File: src/rtl/pid_plant_emulator.sv
// First-order-lag plant emulator for closing a PID loop in hardware: samples the
// actuator drive every SAMPLE_DIV cycles. Optional dead time via `define PLANT_DELAY_EN.
module pid_plant_emulator #(
    parameter int SAMPLE_DIV = 16,
    parameter int LAG_SHIFT  = 3
) (
    input  logic       clk,
    input  logic       rst_n,
    input  logic       enable,
    input  logic [7:0] control,
    input  logic       ctrl_valid,
    input  logic [7:0] disturb,
    output logic [7:0] feedback,
    output logic       fb_valid,
    output logic       sat,
    output logic [2:0] state
);

    typedef enum logic [2:0] {
        S_IDLE    = 3'd0,
        S_WAIT    = 3'd1,
        S_LATCH   = 3'd2,
        S_UPDATE  = 3'd3,
        S_PUBLISH = 3'd4
    } state_t;

    // WAIT ends early enough that LATCH/UPDATE/PUBLISH plus the return to WAIT
    // make the period exactly SAMPLE_DIV cycles.
    localparam logic [15:0] WAIT_LAST = 16'(SAMPLE_DIV - 4);

    state_t      state_q, state_d;
    logic [15:0] cnt_q, cnt_d;
    logic [15:0] y_q, y_d;
    logic [7:0]  u_hold_q;
    logic [7:0]  u_use_q;
    logic [7:0]  fb_q, fb_d;
    logic        sat_q, sat_d;
    logic [7:0]  u_eff;

    logic signed [16:0] diff_s;
    logic signed [16:0] step_s;
    logic        [15:0] y_next;
    logic signed [9:0]  fb_s;

`ifdef PLANT_DELAY_EN
    logic [3:0][7:0] dly_q;

    // Shifting the previous u_use means dly_q[3] holds the value from four samples ago.
    always_ff @(posedge clk or negedge rst_n) begin
        if (!rst_n) begin
            dly_q <= '0;
        end else if (state_q == S_LATCH) begin
            dly_q <= {dly_q[2:0], u_use_q};
        end
    end

    assign u_eff = dly_q[3];
`else
    assign u_eff = u_use_q;
`endif

    always_comb begin
        state_d = state_q;
        cnt_d   = cnt_q;
        case (state_q)
            S_IDLE: begin
                cnt_d = '0;
                if (enable) state_d = S_WAIT;
            end
            S_WAIT: begin
                if (!enable) begin
                    state_d = S_IDLE;
                    cnt_d   = '0;
                end else begin
                    cnt_d = cnt_q + 16'd1;
                    if (cnt_q == WAIT_LAST) state_d = S_LATCH;
                end
            end
            S_LATCH:  state_d = S_UPDATE;
            S_UPDATE: state_d = S_PUBLISH;
            S_PUBLISH: begin
                state_d = S_WAIT;
                cnt_d   = '0;
            end
            default: begin
                state_d = S_IDLE;
                cnt_d   = '0;
            end
        endcase
    end

    // Lag update in Q8.8; the arithmetic shift floors, so a falling output settles exactly.
    assign diff_s = $signed({1'b0, u_eff, 8'h00}) - $signed({1'b0, y_q});
    assign step_s = diff_s >>> LAG_SHIFT;
    assign y_next = 16'($signed({1'b0, y_q}) + step_s);
    assign fb_s   = $signed({2'b00, y_next[15:8]}) + $signed({{2{disturb[7]}}, disturb});

    always_comb begin
        y_d   = y_q;
        fb_d  = fb_q;
        sat_d = sat_q;
        if (state_q == S_UPDATE) begin
            y_d = y_next;
            if (fb_s < 10'sd0) begin
                fb_d  = 8'd0;
                sat_d = 1'b1;
            end else if (fb_s > 10'sd255) begin
                fb_d  = 8'd255;
                sat_d = 1'b1;
            end else begin
                fb_d  = fb_s[7:0];
                sat_d = 1'b0;
            end
        end
    end

    always_ff @(posedge clk or negedge rst_n) begin
        if (!rst_n) begin
            state_q  <= S_IDLE;
            cnt_q    <= '0;
            y_q      <= '0;
            u_hold_q <= '0;
            u_use_q  <= '0;
            fb_q     <= '0;
            sat_q    <= 1'b0;
        end else begin
            state_q <= state_d;
            cnt_q   <= cnt_d;
            y_q     <= y_d;
            fb_q    <= fb_d;
            sat_q   <= sat_d;
            if (ctrl_valid) u_hold_q <= control;
            // Non-blocking read of u_hold_q: a ctrl_valid in LATCH lands next sample.
            if (state_q == S_LATCH) u_use_q <= u_hold_q;
        end
    end

    assign feedback = fb_q;
    assign sat      = sat_q;
    assign fb_valid = (state_q == S_PUBLISH);
    assign state    = state_q;

endmodule

File: config.mk
export PLATFORM = sky130hd
export DESIGN_NAME = pid_plant_emulator
export DESIGN_NICKNAME = d
export VERILOG_FILES = /design/src/rtl/pid_plant_emulator.sv
export SDC_FILE = /design/constraint.sdc
export NUM_CORES = 1
export LEC_CHECK = 0
export ABC_AREA = 1
export BUFFER_PORTS_ARGS = -buffer_cell sky130_fd_sc_hd__buf_4
export CAP_MARGIN = 40
export CORE_MARGIN = 8
export CORE_UTILIZATION = 55
export DETAILED_ROUTE_END_ITERATION = 8
export HOLD_SLACK_MARGIN = 0.1
export PLACE_DENSITY = 0.77
export SYNTH_ARGS = -nofsm -noshare
export SYNTH_HDL_FRONTEND = slang
export SYNTH_SLANG_ARGS = --single-unit
File: constraint.sdc
create_clock -name clk -period 4 [get_ports clk]
set_input_delay 0.2 -clock clk [delete_from_list [all_inputs] [get_ports clk]]
set_output_delay 0.2 -clock clk [all_outputs]
set_load 0.01 [all_outputs]
==> reports/results.ini, run 1 <==
[sta]
min_period_ps=4010
drv_slew=0
worst_pin_slew_ps=812
post-route-period-util_pct=100
timing.fmax_ghz=0.249
finalSetupViolCount=5
setup_slack_ps=-13.3
slew_headroom_pct=45.8
rsz0062_at_grt=true
clock_skew_ps=11.6
finalHoldViolations=0

[worst_setup_path]
rr_worst_depth=23
worst_setup_path_start_kind=flop
criticalPathCategory=flop to flop
cp_max_fo=5
startpoint=y_q[10]$_DFFE_PN0P_
endpoint=feedback[7]$_DFFE_PN0P_
reg2reg_setup_slack_ps=-10
worstReg2RegStart=y_q[10]$_DFFE_PN0P_
arrival_ps=4260
required_ps=4250
r2r_end=feedback[7]$_DFFE_PN0P_
endpoint_kind=flop

[global_route]
antenna_found_initial=0
grt_max_degree=61
grt_first_pass_wirelength_um=19600
use_met1_pct=24.4
first_global_vias=4372
gr-total-overflow=0
use_met2_pct=37.3
use_met3_pct=4.23
top_usage_layer=met2
grt_usage_pct=21.1

[clock_tree]
cts.sinks=60
htree_levels=3
clkTransAtPathRegs_ps=80
clk_latency_ps=350
clock_path_buffers=2
cts_tree=yes
root_buffer=clkbuf_8
cts_buffers=9

[detailed_routing]
wl_per_cell_um=14.8
drt-initial-drc-count=232
viasPerCell=5.38
antenna_left=0
totalWireLength_um=11900
drc=0
vias=4323
dr.pass1.iters=5

[placed_design]
io_buffers=32
place.gp.congestion=0.932
place.detailed.hpwl_um=8370

[die]
die_w_um=106
dieArea_mm2=0.0112
initial_core_util_pct=55.5
row_count=33
die_y_um=106
top_level_ports=33
coreArea_mm2=0.00801

[synthesis]
syn_nets=661
syn_area_per_cell_um2=7.39
yosysTopAreaCellShare_pct=33.8
syn_inst=602
synthesis.area_mm2=0.00445
yosysSeqAreaShare_pct=33.8
synthDistinctLibCells=40
ys.warnings.count=0
synth_area_leaders=dfrtp_1, nand2_1, ha_1
synth_top_area_cell=dfrtp_1
ys_seq_elements=60

[finish]
fin_nets=752
final_common_cell=nand2_1
syn_to_final_growth_pct=32.2
finish.utilization_pct=73.4
drive_gt1_share_pct=26.5
antenna_cells=0
mostFrequentLayoutCells=nand2_1, inv_1, buf_4, dfrtp_1, nand3_1

[status]
violations=negative setup slack
status=finished with violations

[worst_hold_path]
hold_path.class=input pin to flop

[job]
drv_cap=0

## what timing repair did
item / CTS / global route
cloned: 1 / 0
gates resized for setup: 24 / 62
pin swaps: 8 / 29
endpoints found under the setup margin: 9 / 9
hold buffers: 9 / 0
hold endpoints to repair: 68 / 0
buffers inserted: 3 / 3
## final cells by class
type	count	area (um2)
Sequential cell	60	1500
Clock buffer	10	128
Multi-Input combinational cell	444	2990
Tap cell	105	131
Fill cell	613	2130
Clock inverter	6	111
Inverter	91	344
Timing Repair Buffer	87	676
## cell families after synthesis
| logic type | synth area share, % |
|---|---|
| xor+xnor | 4.95 |
| fa+ha+maj | 11.1 |
| simple gates | 27.8 |
| buf+inv | 8.50 |
| flops | 33.8 |
| compound gates | 13.8 |
## through the flow
stage	cell area [um2]	setup TNS, ps	cells	setup WS (ps)	hold WS [ps]
after detailed placement	5090	-2360	771	-290	323
after global placement	5090	-1880	771	-234	315
after CTS	5570	0	800	5.32	149
after global routing	5880	-1800	803	-251	168
final	5880	-27.3	803	-13.3	156
after floorplan	4450	0	602	218	-95.6
## flip-flops by register name (all words and copies together), names as in the netlist
| signal | cells |
|---|---|
| feedback | 8 |
| sat | 1 |
| state | 3 |
| u_hold_q | 8 |
| cnt_q | 16 |
| u_eff | 8 |
| y_q | 16 |
## layer usage
| metal | part of all wire [%] | up-vias |
|---|---|---|
| li1 | - | 2158 |
| met1 | 42 | 2030 |
| met2 | 51 | 111 |
| met3 | 4.8 | 24 |
| met4 | 2.0 | 0 |
| met5 | 0 | - |
## worst max-delay path: stages (launching register included)
cell,delay [ps]
dfrtp_1,390
inv_2,80
ha_4,220
a21o_1,210
a31oi_2,230
o21ai_4,110
a21oi_2,150
xnor2_1,90
ha_2,410
nand2_4,90
o21ai_2,220
a21oi_2,60
nand2_1,90
nand2_1,50
nand2_1,110
inv_1,70
ha_1,340
nand2_1,110
nor2_1,160
nand3_2,140
nand3_4,150
xor2_4,220
o21ai_1,100
o21ai_1,120
## synth_stat cells, drive strengths merged
cell	count
a211oi	2
a21boi	1
a21o	5
a21oi	33
a311oi	1
a31oi	3
and2	3
buf	3
clkbuf	5
dfrtp	60
fa	1
ha	38
inv	91
nand2	151
nand3	43
nand3b	3
nand4	8
nor2	36
nor3	14
nor3b	1
nor4	8
o21a	2
o21ai	61
o21bai	3
o22ai	2
o31ai	1
xnor2	8
xor2	15
## how the worst min path moves through the flow
stage	cells after the start	from	to
after CTS	2	ctrl_valid	u_hold_q[7]$_DFFE_PN0P_
after floorplan	0	rst_n	cnt_q[0]$_DFFE_PN0N_
after global routing	2	ctrl_valid	u_hold_q[5]$_DFFE_PN0P_
after global placement	1	rst_n	feedback[7]$_DFFE_PN0P_
after detailed placement	1	rst_n	feedback[7]$_DFFE_PN0P_
final	2	ctrl_valid	u_hold_q[6]$_DFFE_PN0P_
Power of run 1 is not shown: default switching activity piles up to over one toggle a cycle in this logic, so the estimate is an artifact.
==> run 2: changes to the inputs <==
--- a/config.mk
+++ b/config.mk
@@ -13,6 +13,8 @@
 export DETAILED_ROUTE_END_ITERATION = 8
 export HOLD_SLACK_MARGIN = 0.1
 export PLACE_DENSITY = 0.77
+export SETUP_SLACK_MARGIN = 0.05
+export SLEW_MARGIN = 5
 export SYNTH_ARGS = -nofsm -noshare
 export SYNTH_HDL_FRONTEND = slang
 export SYNTH_SLANG_ARGS = --single-unit
==> run 2 against run 1 <==
Compared with the run above: sequential cell count is the same; the flow still finishes with violations (negative setup slack); highest routed layer unchanged; sequential share of layout area shrank 0.55 points; clock skew grew 1.2 ps; count of clock-buffer cells in the layout did not move; utilization is 1.6 points higher.
==> reports/results.ini, run 2 (synthesis gave the netlist of run 1 again) <==
[sta]
worst_pin_slew_ps=818  ; was 812 ps
setup_slack_ps=-86.9  ; was -13.3 ps
slew_headroom_pct=45.4  ; was 45.8%
finalHoldViolations=0  ; unchanged
drv_slew=0  ; unchanged
clock_skew_ps=12.7  ; was 11.6 ps
rsz0062_at_grt=true  ; unchanged
hold_slack_ps=157  ; was 156 ps
min_period_ps=4090  ; was 4010 ps
post-route-period-util_pct=102  ; was 100%
timing.fmax_ghz=0.245  ; was 0.249 GHz
finalSetupViolCount=9  ; was 5

[clock_tree]
clock_path_buffers=2  ; unchanged
root_buffer=clkbuf_8  ; unchanged
cts.sinks=60  ; unchanged
cts_buffers=9  ; unchanged
clk_latency_ps=350  ; about the same
cts_tree=yes  ; unchanged
htree_levels=3  ; unchanged
clkTransAtPathRegs_ps=70  ; was 80 ps

[die]
row_count=33  ; unchanged
die_w_um=106  ; unchanged
die_y_um=106  ; unchanged
initial_core_util_pct=55.5  ; unchanged
coreArea_mm2=0.00801  ; unchanged
top_level_ports=33  ; unchanged
dieArea_mm2=0.0112  ; unchanged

[finish]
antenna_cells=0  ; unchanged
finish.utilization_pct=75.0  ; was 73.4%
largest_registers=cnt_q (16), y_q (16)  ; unchanged
mostFrequentLayoutCells=nand2_1, inv_1, buf_4, dfrtp_1, nand3_1  ; unchanged
drive_gt1_share_pct=28.5  ; was 26.5%
fill_cells=588  ; was 613
final_cell_area_mm2=0.00601  ; was 0.00588 mm2
final_cells=807  ; was 803
final_common_cell=nand2_1  ; unchanged
syn_to_final_growth_pct=35.1  ; was 32.2%
fin_nets=756  ; was 752

[worst_setup_path]
endpoint_kind=flop  ; unchanged
criticalPathCategory=flop to flop  ; unchanged
worst_setup_path_start_kind=flop  ; unchanged
required_ps=4260  ; was 4250 ps
rr_worst_depth=23  ; unchanged
arrival_ps=4350  ; was 4260 ps
cp_max_fo=4  ; was 5

[detailed_routing]
wl_per_cell_um=15.5  ; was 14.8 um
dr.pass1.iters=6  ; was 5
drt-initial-drc-count=250  ; was 232
totalWireLength_um=12500  ; was 11900 um
viasPerCell=5.50  ; was 5.38
vias=4441  ; was 4323
drc=0  ; unchanged
antenna_left=0  ; unchanged

[worst_hold_path]
whs_path_depth=2  ; unchanged
hold_path.class=input pin to flop  ; unchanged

[global_route]
first_global_vias=4403  ; was 4372
gr-total-overflow=0  ; unchanged
antenna_found_initial=0  ; unchanged
grt_first_pass_wirelength_um=19700  ; was 19600 um
grt_usage_pct=21.3  ; was 21.1%
grt_max_degree=61  ; unchanged

[placed_design]
place_inst=771  ; unchanged
place.gp.congestion=0.932  ; unchanged
io_buffers=32  ; unchanged
place.detailed.hpwl_um=8370  ; unchanged
placed_cell_area_mm2=0.00509  ; unchanged

[job]
drv_cap=0  ; unchanged

[status]
status=finished with violations  ; unchanged
violations=negative setup slack  ; unchanged

==> run 2: layer usage <==
layer / vias up / routed length [um] / GRT usage, %
li1: 2175 / - / -
met1: 2088 / 5170 / 24.4
met2: 144 / 6390 / 37.6
met3: 34 / 593 / 4.48
met4: 0 / 320 / 8.74
met5: - / 0 / 0
==> run 2: area by class of cell <==
cell class                      count  area (um2)  share of cell area (%)
Clock buffer                       10         128                    2.12
Clock inverter                      6         111                    1.85
Inverter                           91         344                    5.72
Multi-Input combinational cell    444        3090                    51.3
Sequential cell                    60        1500                    25.0
Tap cell                          105         131                    2.19
Timing Repair Buffer               91         709                    11.8
==> run 2: stage by stage <==
step	TNS (ps)	worst slack, ps
finish	-620	-86.9
global route	-2290	-289
CTS	0	29.9
detailed placement	-2360	-290
global placement	-1880	-234
floorplan	0	218
==> run 2: timing repair <==
item                       in CTS  in global routing
hold buffers                    9                  0
hold endpoints to repair       68                  0
gates resized for setup        33                 70
gates cloned                    1                  0
pin swaps                      13                 38
buffers inserted                4                  6
setup endpoints to repair       9                  9
==> run 2: final timing paths <==
| path | endpoint | slack (ps) | start |
|---|---|---|---|
| max | feedback[2]$_DFFE_PN0P_ | -90 | y_q[11]$_DFFE_PN0P_ |
| min | u_hold_q[6]$_DFFE_PN0P_ | 160 | ctrl_valid |
| max reg2reg | feedback[2]$_DFFE_PN0P_ | -90 | y_q[11]$_DFFE_PN0P_ |
| min reg2reg | feedback[3]$_DFFE_PN0P_ | 490 | feedback[3]$_DFFE_PN0P_ |
| max in group asynchronous | u_hold_q[1]$_DFFE_PN0P_ | 3020 | rst_n |
| min in group asynchronous | feedback[4]$_DFFE_PN0P_ | 480 | rst_n |
==> run 2: worst max-delay path, cell delays in order, from the launching register on <==
cell and delay, ps:
dfrtp_1 360, inv_1 80, ha_4 290, buf_4 150, nand2_1 60, nor2_2 130
nand3b_1 120, nand4_1 180, xor2_2 250, ha_1 320, a21oi_2 220, o21ai_2 110
a21oi_2 140, nand3b_1 90, nand2_1 130, inv_1 70, ha_2 380, nand2_4 80
nor2_2 130, nand3_2 130, nand3_4 150, xor2_4 220, o21ai_1 100, o21ai_1 110
Power of run 2 is left out for the same reason.
